File: src/rtl/enemy_run_animator.sv
// enemy_run_animator: one running enemy's spawn/motion/run-cycle/hit state plus a registered
// per-pixel sprite-box test that produces the sprite-local ROM address and frame select.
module enemy_run_animator #(
    parameter int SPRITE_W        = 40,
    parameter int SPRITE_H        = 66,
    parameter int GROUND_Y        = 300,
    parameter int SCREEN_W        = 640,
    parameter int SPEED           = 2,
    parameter int FRAMES_PER_STEP = 6,
    parameter int HIT_FRAMES      = 16
) (
    input  logic        vga_clk,
    input  logic        reset,
    input  logic        frame_tick,
    input  logic        spawn,
    input  logic [9:0]  spawn_x,
    input  logic        spawn_dir,
    input  logic        kill,
    input  logic [9:0]  DrawX,
    input  logic [9:0]  DrawY,
    output logic        active,
    output logic [9:0]  sprite_x,
    output logic [1:0]  anim_frame,
    output logic        in_sprite,
    output logic [12:0] rom_address
);
    localparam int SW = $clog2(FRAMES_PER_STEP);
    localparam int HW = $clog2(HIT_FRAMES);
    localparam logic [9:0] X_MAX = 10'(SCREEN_W - SPRITE_W);

    typedef enum logic [1:0] {IDLE, RUN, HIT} state_t;

    state_t         state_q, state_d;
    logic [9:0]     x_q, x_d;
    logic [1:0]     frame_q, frame_d;
    logic [SW-1:0]  step_q, step_d;
    logic [HW-1:0]  hit_q, hit_d;
    logic           dir_q, dir_d;
    logic           in_q, in_d;
    logic [12:0]    rom_q, rom_d;
    logic [10:0]    x_sum;
    logic [9:0]     lx, ly;
    logic           box, step_wrap;

    always_ff @(posedge vga_clk) begin
        if (reset) begin
            state_q <= IDLE;
            x_q     <= '0;
            frame_q <= '0;
            step_q  <= '0;
            hit_q   <= '0;
            dir_q   <= 1'b0;
            in_q    <= 1'b0;
            rom_q   <= '0;
        end else begin
            state_q <= state_d;
            x_q     <= x_d;
            frame_q <= frame_d;
            step_q  <= step_d;
            hit_q   <= hit_d;
            dir_q   <= dir_d;
            in_q    <= in_d;
            rom_q   <= rom_d;
        end
    end

    always_comb begin
        state_d   = state_q;
        x_d       = x_q;
        frame_d   = frame_q;
        step_d    = step_q;
        hit_d     = hit_q;
        dir_d     = dir_q;
        x_sum     = {1'b0, x_q} + 11'(SPEED);
        step_wrap = step_q == SW'(FRAMES_PER_STEP - 1);
        case (state_q)
            IDLE: if (spawn) begin
                state_d = RUN;
                x_d     = spawn_x > X_MAX ? X_MAX : spawn_x;
                dir_d   = spawn_dir;
                frame_d = '0;
                step_d  = '0;
            end
            RUN: if (kill) begin
                state_d = HIT;
                hit_d   = '0;
            end else if (frame_tick) begin
                if (dir_q) begin
                    if (x_sum > {1'b0, X_MAX}) state_d = IDLE;
                    else x_d = x_sum[9:0];
                end else begin
                    if (x_q < 10'(SPEED)) state_d = IDLE;
                    else x_d = x_q - 10'(SPEED);
                end
                step_d  = step_wrap ? '0 : step_q + SW'(1);
                frame_d = step_wrap ? frame_q + 2'd1 : frame_q;
            end
            HIT: if (frame_tick) begin
                hit_d = hit_q + HW'(1);
                if (hit_q == HW'(HIT_FRAMES - 1)) state_d = IDLE;
            end
            default: state_d = IDLE;
        endcase
        // ROM art faces left, so right-running enemies read columns mirrored
        box   = state_q != IDLE && {1'b0, DrawX} >= {1'b0, x_q}
                && {1'b0, DrawX} < {1'b0, x_q} + 11'(SPRITE_W)
                && DrawY >= 10'(GROUND_Y) && DrawY < 10'(GROUND_Y + SPRITE_H);
        lx    = dir_q ? 10'(SPRITE_W - 1) - (DrawX - x_q) : DrawX - x_q;
        ly    = DrawY - 10'(GROUND_Y);
        in_d  = box && !(state_q == HIT && hit_q[1]);
        rom_d = in_d ? 13'(ly) * 13'(SPRITE_W) + 13'(lx) : 13'd0;
    end

    assign active      = state_q != IDLE;
    assign sprite_x    = x_q;
    assign anim_frame  = frame_q;
    assign in_sprite   = in_q;
    assign rom_address = rom_q;
endmodule

File: config.mk
export PLATFORM = sky130hd
export DESIGN_NAME = enemy_run_animator
export DESIGN_NICKNAME = d
export VERILOG_FILES = /design/src/rtl/enemy_run_animator.sv
export SDC_FILE = /design/constraint.sdc
export NUM_CORES = 1
export LEC_CHECK = 0
export BUFFER_PORTS_ARGS = -buffer_cell sky130_fd_sc_hd__buf_2
export CORE_UTILIZATION = 58
export CTS_CLUSTER_SIZE = 12
export DETAILED_ROUTE_END_ITERATION = 12
export PLACE_DENSITY = 0.89
export SLEW_MARGIN = 20
export SYNTH_ARGS = -nofsm -noshare
export SYNTH_HDL_FRONTEND = slang
export SYNTH_SLANG_ARGS = --single-unit
File: constraint.sdc
create_clock -name vga_clk -period 7.8 [get_ports vga_clk]
set_input_delay 0 -clock vga_clk [delete_from_list [all_inputs] [get_ports vga_clk]]
set_output_delay 0 -clock vga_clk [all_outputs]
set_load 0.1 [all_outputs]
==> flow_summary_export.csv, run 1 <==
group,metric,value,unit
sta,timing.final.crit_share,0.4857,
pwr,clockPowerShare,0.123,
die,dieArea,6543,um^2
pwr,power.density,259.6,nW/um^2
worst_setup_path,crit_type,"reg2reg",
global_route,use_met3,0.04157,
clock_tree,cts_tree,"yes",
finish,antenna_cells,0,
place,dp.final_hpwl,6868,um
finish,final_area,4073,um^2
yosys,synth_common_cells,"nor2_1, ha_1, dfxtp_1",
clock_tree,cts_sinks,36,
sta,worst_slew_pin_slew,0.5552,ns
finish,layout-drive-gt1-share,0.1702,
pwr,switchingPower,0.5321,mW
yosys,yosysMostFrequentCell,"nor2_1",
worst_setup_path,cp_slowest_cell,"dfxtp_1",
yosys,ys_dominant_reg_cell,"dfxtp_1",
routing,ant_nets,0,
pwr,p_sw_frac,0.5032,
yosys,syn_area,3610,um^2
yosys,synth_top_area_cell,"dfxtp_1",
worst_setup_path,cp_cell_sequence,"inv_1 -> ha_1 -> nor3b_1 -> a311o_1 -> a211oi_1 -> nor2_1 -> o41ai_2 -> xnor2_1 -> xnor2_1 -> ha_1 -> a21oi_1 -> o21ai_0 -> nand2_1 -> xor2_1 -> nor2_1",
place,port_buffers,62,
global_route,met1_usage,0.3453,
worst_setup_path,cp_num_buf_inv,1,
sta,layout_min_cycle_time,3.788,ns
worst_setup_path,worstSetupStartpointType,"flop",
pwr,p_seq_frac,0.214,
yosys,synth-seq-area-share,0.1997,
routing,drc,0,
yosys,ys_top_cells_by_area,"dfxtp_1, ha_1, xnor2_1",
sta,hold-worst-slack,0.007314,ns
pwr,p_total,1.057,mW
flow_run,maxCapViolations,0,
sta,relSlewSlack,0.6282,
routing,routed_wl,8745,um
yosys,syn_avg_cell_area,7.881,um^2
clock_tree,cts_root_buffer,"clkbuf_8",
sta,max_freq,264.0,MHz
worst_setup_path,cp_slowest_stage_delay,0.64,ns
sta,final_max_slew_viol_count,0,
sta,fin_ws,4.012,ns
yosys,synth_nets,541,
die,design.core.area,5956,um^2
global_route,grt_max_degree,27,
sta,fin_setup_tns,0,ns
finish,area_growth,12.83,%
clock_tree,cts_buffer_depth,2,
place,place_area,3956,um^2
global_route,antenna_found_initial,0,
worst_setup_path,crit_fanout,16,
yosys,async_flop_share,0,
place,detailedPlace.worstSlack,4.048,ns
die,initial_core_util,0.6061,
place,dp.cells,581,
die,std_cell_rows,28,
yosys,syn_inst,458,
global_route,grt_pass1_wl,14600,um
global_route,grt_pass1_vias,3268,
yosys,yosys.cell_types.count,66,
routing,via_count,3573,
worst_setup_path,cp.arrival,3.97,ns
place,gp_congestion,0.9421,
die,die_w,80.89,um
global_route,grt_usage,0.2811,
worst_setup_path,cp_top_family,"compound AO/OA/AOI/OAI gates",
sta,rsz0062_at_grt,"false",
finish,nets,600,
clock_tree,cts_buffers,5,
clock_tree,path_clk_slew,0.07,ns
pwr,internal-power,0.5254,mW
die,die_y,80.89,um
die,io_pins,63,
finish,finish.utilization,0.6838,
status,status,"completed",
global_route,busiest_layer,"met2",
global_route,overflow,0,
finish,fill_cells,513,
yosys,ys_warn_count,0,
pwr,vdd_drop_max,0.0001608,V
routing,wl_per_cell,14.77,um
routing,drt_first_pass_iters,5,
yosys,ys_ff_latch,36,
global_route,use_met2,0.4840,
clock_tree,clkLatencyLatePin,0.29,ns
pwr,power_frac_comb,0.662,
pwr,leakage,1.793,nW
yosys,synth-edff-count,0,
clock_tree,post_cts_resized,0,
sta,setup_viol,0,
clock_tree,cts.htree.levels,2,
worst_setup_path,required,7.98,ns
routing,drt_iter0_drc,199,
worst_setup_path,end_kind,"flop",
sta,fin_skew,0.004395,ns
hold_path,hold_path_class,"in2reg",
routing,viasPerCell,6.035,
sta,finalHoldViolCount,0,
yosys,synthDominantCellAreaShare,0.1997,
finish,layoutNonFillerInstCount,592,
## timing repair
| item | in CTS | in global routing |
|---|---|---|
| setup buffers | 0 | 0 |
| hold endpoints to repair | 4 | 0 |
| hold buffers | 3 | 0 |
## area by class of cell
cell class                 count  area (um^2)  share of cell area
sequential                    36        720.7              0.1770
inverter                      34        127.6             0.03134
clock inverter                 2        12.51            0.003072
tap                           75        93.84             0.02304
timing repair buffer          68        360.3             0.08848
clock buffer                   5        68.82             0.01690
multi-input combinational    372         2689              0.6602
## cells by family (layout without fill, tap and decap cells)
family,Yosys count,in the layout,share of synthesized area
AO/OA/AOI/OAI,127,127,0.2510
AND/OR/NAND/NOR,150,150,0.2069
XOR/XNOR,44,44,0.1068
buffers and inverters,50,109,0.05546
adder cells (fa/ha/maj),47,47,0.1692
multiplexers,4,4,0.01109
flip-flops,36,36,0.1997
## sequential cells by signal (all words and copies together) (netlist names)
signal and cells:
state_q 2, sprite_x 10, dir_q 1, in_sprite 1
anim_frame 2, rom_address 13, hit_q 4, step_q 3
## metal layers
metal,vias to the layer above,share of wire
met5,-,0
met4,0,0.028
met3,25,0.052
met2,129,0.49
met1,1648,0.43
li1,1771,-
## cells in the final DEF (no fill, tap or decap), types with 13 or more instances in the layout
master	count
buf_2	63
nor3_1	15
xnor2_1	31
xor2_1	13
a21oi_1	32
nor2_1	45
dfxtp_1	36
ha_1	44
nand2_1	33
o21ai_0	17
inv_1	31
## worst reg2reg max path, stage by stage, from the launching register on
cell,delay [ns]
dfxtp_1,0.64
inv_1,0.15
ha_1,0.40
nor3b_1,0.18
a311o_1,0.27
a211oi_1,0.39
nor2_1,0.13
o41ai_2,0.34
xnor2_1,0.17
xnor2_1,0.16
ha_1,0.31
a21oi_1,0.14
o21ai_0,0.12
nand2_1,0.10
xor2_1,0.14
nor2_1,0.05
## power by group through the flow
stage	sequential (mW)	clock [mW]	combinational, mW
finish	0.227	0.130	0.700
global route	0.230	0.140	0.769
CTS	0.226	0.132	0.694
detailed placement	0.230	0	0.688
global placement	0.228	0	0.669
floorplan	0.294	0	0.500
## worst paths after layout
kind / slack (ns) / from / depth (start not counted) / end
max: 4.01 / sprite_x[5] / 15 / rom_address[11]
min: 0.007 / spawn_x[3] / 3 / sprite_x[3]
max reg2reg: 4.01 / sprite_x[5] / 15 / rom_address[11]
min reg2reg: 0.49 / anim_frame[1] / 2 / anim_frame[1]
Note: power is estimated with default switching activity, not from simulation.
==> run 2, diff against run 1 <==
Settings changed: ABC_AREA set to 1.
Clock period 7.8 ns to 3.5 ns, I/O delays scaled along.
==> run 2 against run 1 <==
Hold slack better by 0.043 ns. Combinational power grew to 2.6 times the previous value. Sequential share of layout area is 0.84 points lower. Via count is 15% higher. Sequential power is 130% higher. Global-route usage is 0.83 points higher. Utilization is 0.70 points higher. Die area is 5.2% higher. Critical endpoint unchanged. Highest routed layer unchanged.
==> flow_summary_export.csv, run 2 <==
group,metric,value,unit
place,port_buffers,62,
yosys,synthDominantCellAreaShare,0.1895,
global_route,grt_max_degree,18,
pwr,leakage,2.343,nW
routing,viasPerCell,5.587,
yosys,yosys.cell_types.count,43,
routing,routed_wl,9703,um
status,status,"completed",
clock_tree,cts.htree.levels,2,
routing,ant_nets,0,
global_route,grt_pass1_vias,3767,
die,die_y,82.97,um
finish,nets,743,
clock_tree,cts_buffers,5,
yosys,ys_ff_latch,36,
die,die_w,82.97,um
sta,final_max_slew_viol_count,0,
sta,max_freq,307.6,MHz
finish,antenna_cells,0,
die,std_cell_rows,29,
sta,setup_viol,0,
hold_path,min_from,"spawn",
clock_tree,cts_tree,"yes",
global_route,overflow,0,
sta,timing.final.crit_share,0.9288,
die,initial_core_util,0.5988,
yosys,synth_common_cells,"nand2_1, inv_1, nor2_1",
worst_setup_path,worstSetupStartpointType,"flop",
finish,area_growth,15.37,%
worst_setup_path,required,3.69,ns
worst_setup_path,rr_startpoint,"sprite_x[0]",
clock_tree,cts_buffer_depth,2,
yosys,syn_avg_cell_area,6.423,um^2
sta,finalHoldViolCount,0,
global_route,grt_usage,0.2894,
finish,largest_reg_flops,13,
worst_setup_path,crit_fanout,4,
yosys,yosysMostFrequentCell,"nand2_1",
yosys,ys_dominant_reg_cell,"dfxtp_1",
die,design.core.area,6350,um^2
finish,layout-drive-gt1-share,0.1755,
finish,layout_commonest_cell,"nand2_1",
sta,fin_skew,0.02006,ns
place,dp.final_hpwl,7825,um
clock_tree,cts_root_buffer,"clkbuf_8",
routing,wl_per_cell,13.15,um
routing,via_count,4123,
routing,drt_iter0_drc,248,
clock_tree,clkLatencyLatePin,0.30,ns
yosys,synth_top_area_cell,"dfxtp_1",
finish,final_cell_mix,"nand2_1, inv_1, buf_2",
worst_setup_path,end_kind,"flop",
clock_tree,cts_sinks,36,
yosys,async_flop_share,0,
sta,layout_min_cycle_time,3.251,ns
clock_tree,path_clk_slew,0.09,ns
yosys,ys_top_cells_by_area,"dfxtp_1, ha_1, nand2_1",
pwr,power.density,607.4,nW/um^2
die,dieArea,6884,um^2
worst_setup_path,crit_type,"reg2reg",
worst_setup_path,rr_endpoint,"rom_address[11]",
worst_setup_path,r2r_setup_slack,0.25,ns
finish,final_area,4387,um^2
routing,drt_first_pass_iters,7,
yosys,syn_area,3802,um^2
yosys,synth-seq-area-share,0.1895,
routing,drc,0,
sta,worst_slew_pin_slew,0.5364,ns
flow_run,maxCapViolations,0,
worst_setup_path,worstRegToRegCells,18,
yosys,syn_inst,592,
die,io_pins,63,
sta,fin_setup_tns,0,ns
yosys,ys_warn_count,0,
hold_path,worstHoldPathCells,5,
place,place_area,4175,um^2
hold_path,hold_path_class,"in2reg",
worst_setup_path,cp.arrival,3.45,ns
sta,hold-worst-slack,0.05028,ns
place,gp_congestion,0.9900,
hold_path,hold-path-endpoint,"state_q[0]",
global_route,antenna_found_initial,0,
global_route,grt_pass1_wl,16550,um
pwr,vdd_drop_max,0.0004896,V
yosys,synth-edff-count,0,
sta,rsz0062_at_grt,"false",
yosys,synth_nets,675,
sta,relSlewSlack,0.6419,
[run 2: cell types whose count changed after synthesis, sizes merged, moves of 7 or more]
cell / previous run / this run
clkbuf: 10 / 2
a21oi: 32 / 44
nor2b: 7 / 0
nand3: 11 / 47
xnor2: 31 / 13
nor2: 45 / 60
nand4: 7 / 16
inv: 34 / 87
o31ai: 10 / 0
nand2: 33 / 138
xor2: 13 / 24
[run 2: metrics by stage]
stage | std cells | util | setup slack, ns | power, mW
3_3_place_gp | 723 | 0.6575 | 0.3608 | 2.187
4_1_cts | 733 | 0.6741 | 0.1608 | 2.549
6_report | 738 | 0.6908 | 0.2491 | 2.665
2_1_floorplan | 592 | - | 0.01553 | 1.907
5_1_grt | 738 | 0.6908 | 0.006245 | 2.885
3_5_place_dp | 723 | 0.6575 | 0.1887 | 2.242
[run 2: worst max-delay path by stage]
stage / from / to / slack [ns] / cells after the start
after floorplan: sprite_x[0] / rom_address[11] / 0.02 / 16
after global placement: sprite_x[1] / rom_address[8] / 0.36 / 16
after detailed placement: sprite_x[0] / rom_address[12] / 0.19 / 18
after CTS: sprite_x[0] / rom_address[12] / 0.16 / 18
after global routing: sprite_x[0] / rom_address[11] / 0.006 / 18
final: sprite_x[0] / rom_address[11] / 0.25 / 18
[run 2: cell families after synthesis]
group | after synthesis | synth area share
buf+inv | 98 | 0.1017
fa+ha+maj | 47 | 0.1606
xor+xnor | 37 | 0.08523
simple gates | 282 | 0.3254
flops | 36 | 0.1895
compound gates | 92 | 0.1376
[run 2: per-layer routing]
layer,global-route usage,part of all wire
met1,0.3651,0.45
met2,0.5060,0.47
met3,0.04175,0.062
met4,0.09248,0.022
met5,0,0
[run 2: power by group]
group          internal [mW]  leakage, nW  switching (mW)  total [mW]
clock network          0.142       0.0424           0.160       0.302
logic                  0.646         2.00            1.20        1.84
registers              0.455        0.297          0.0645       0.519
[run 2: repair_timing]
item / 4_1_cts / 5_1_grt
hold buffers: 2 / 0
gates resized for setup: 0 / 17
setup buffers: 0 / 5
endpoints found under the hold margin: 2 / 0
endpoints found under the setup margin: 0 / 4
[run 2: critical path, cell delays in order (launching register included)]
cell,delay (ns)
dfxtp_1,0.34
ha_1,0.21
fa_2,0.38
o21ai_2,0.20
xor2_2,0.11
ha_1,0.22
nand3b_1,0.20
a21oi_2,0.18
xnor2_1,0.10
ha_1,0.36
nand2_1,0.10
inv_1,0.07
nand4_1,0.09
o211ai_1,0.16
a21o_1,0.16
nand2_1,0.06
xnor2_1,0.12
nand2_1,0.07
inv_1,0.03
[run 2: area by class of cell]
cell class	count	area [um^2]
Clock buffer	7	76.32
Multi-Input combinational cell	458	2750
Timing Repair Buffer	70	375.4
Sequential cell	36	739.5
Tap cell	77	96.34
Clock inverter	1	8.758
Fill cell	553	1963
Inverter	89	340.3
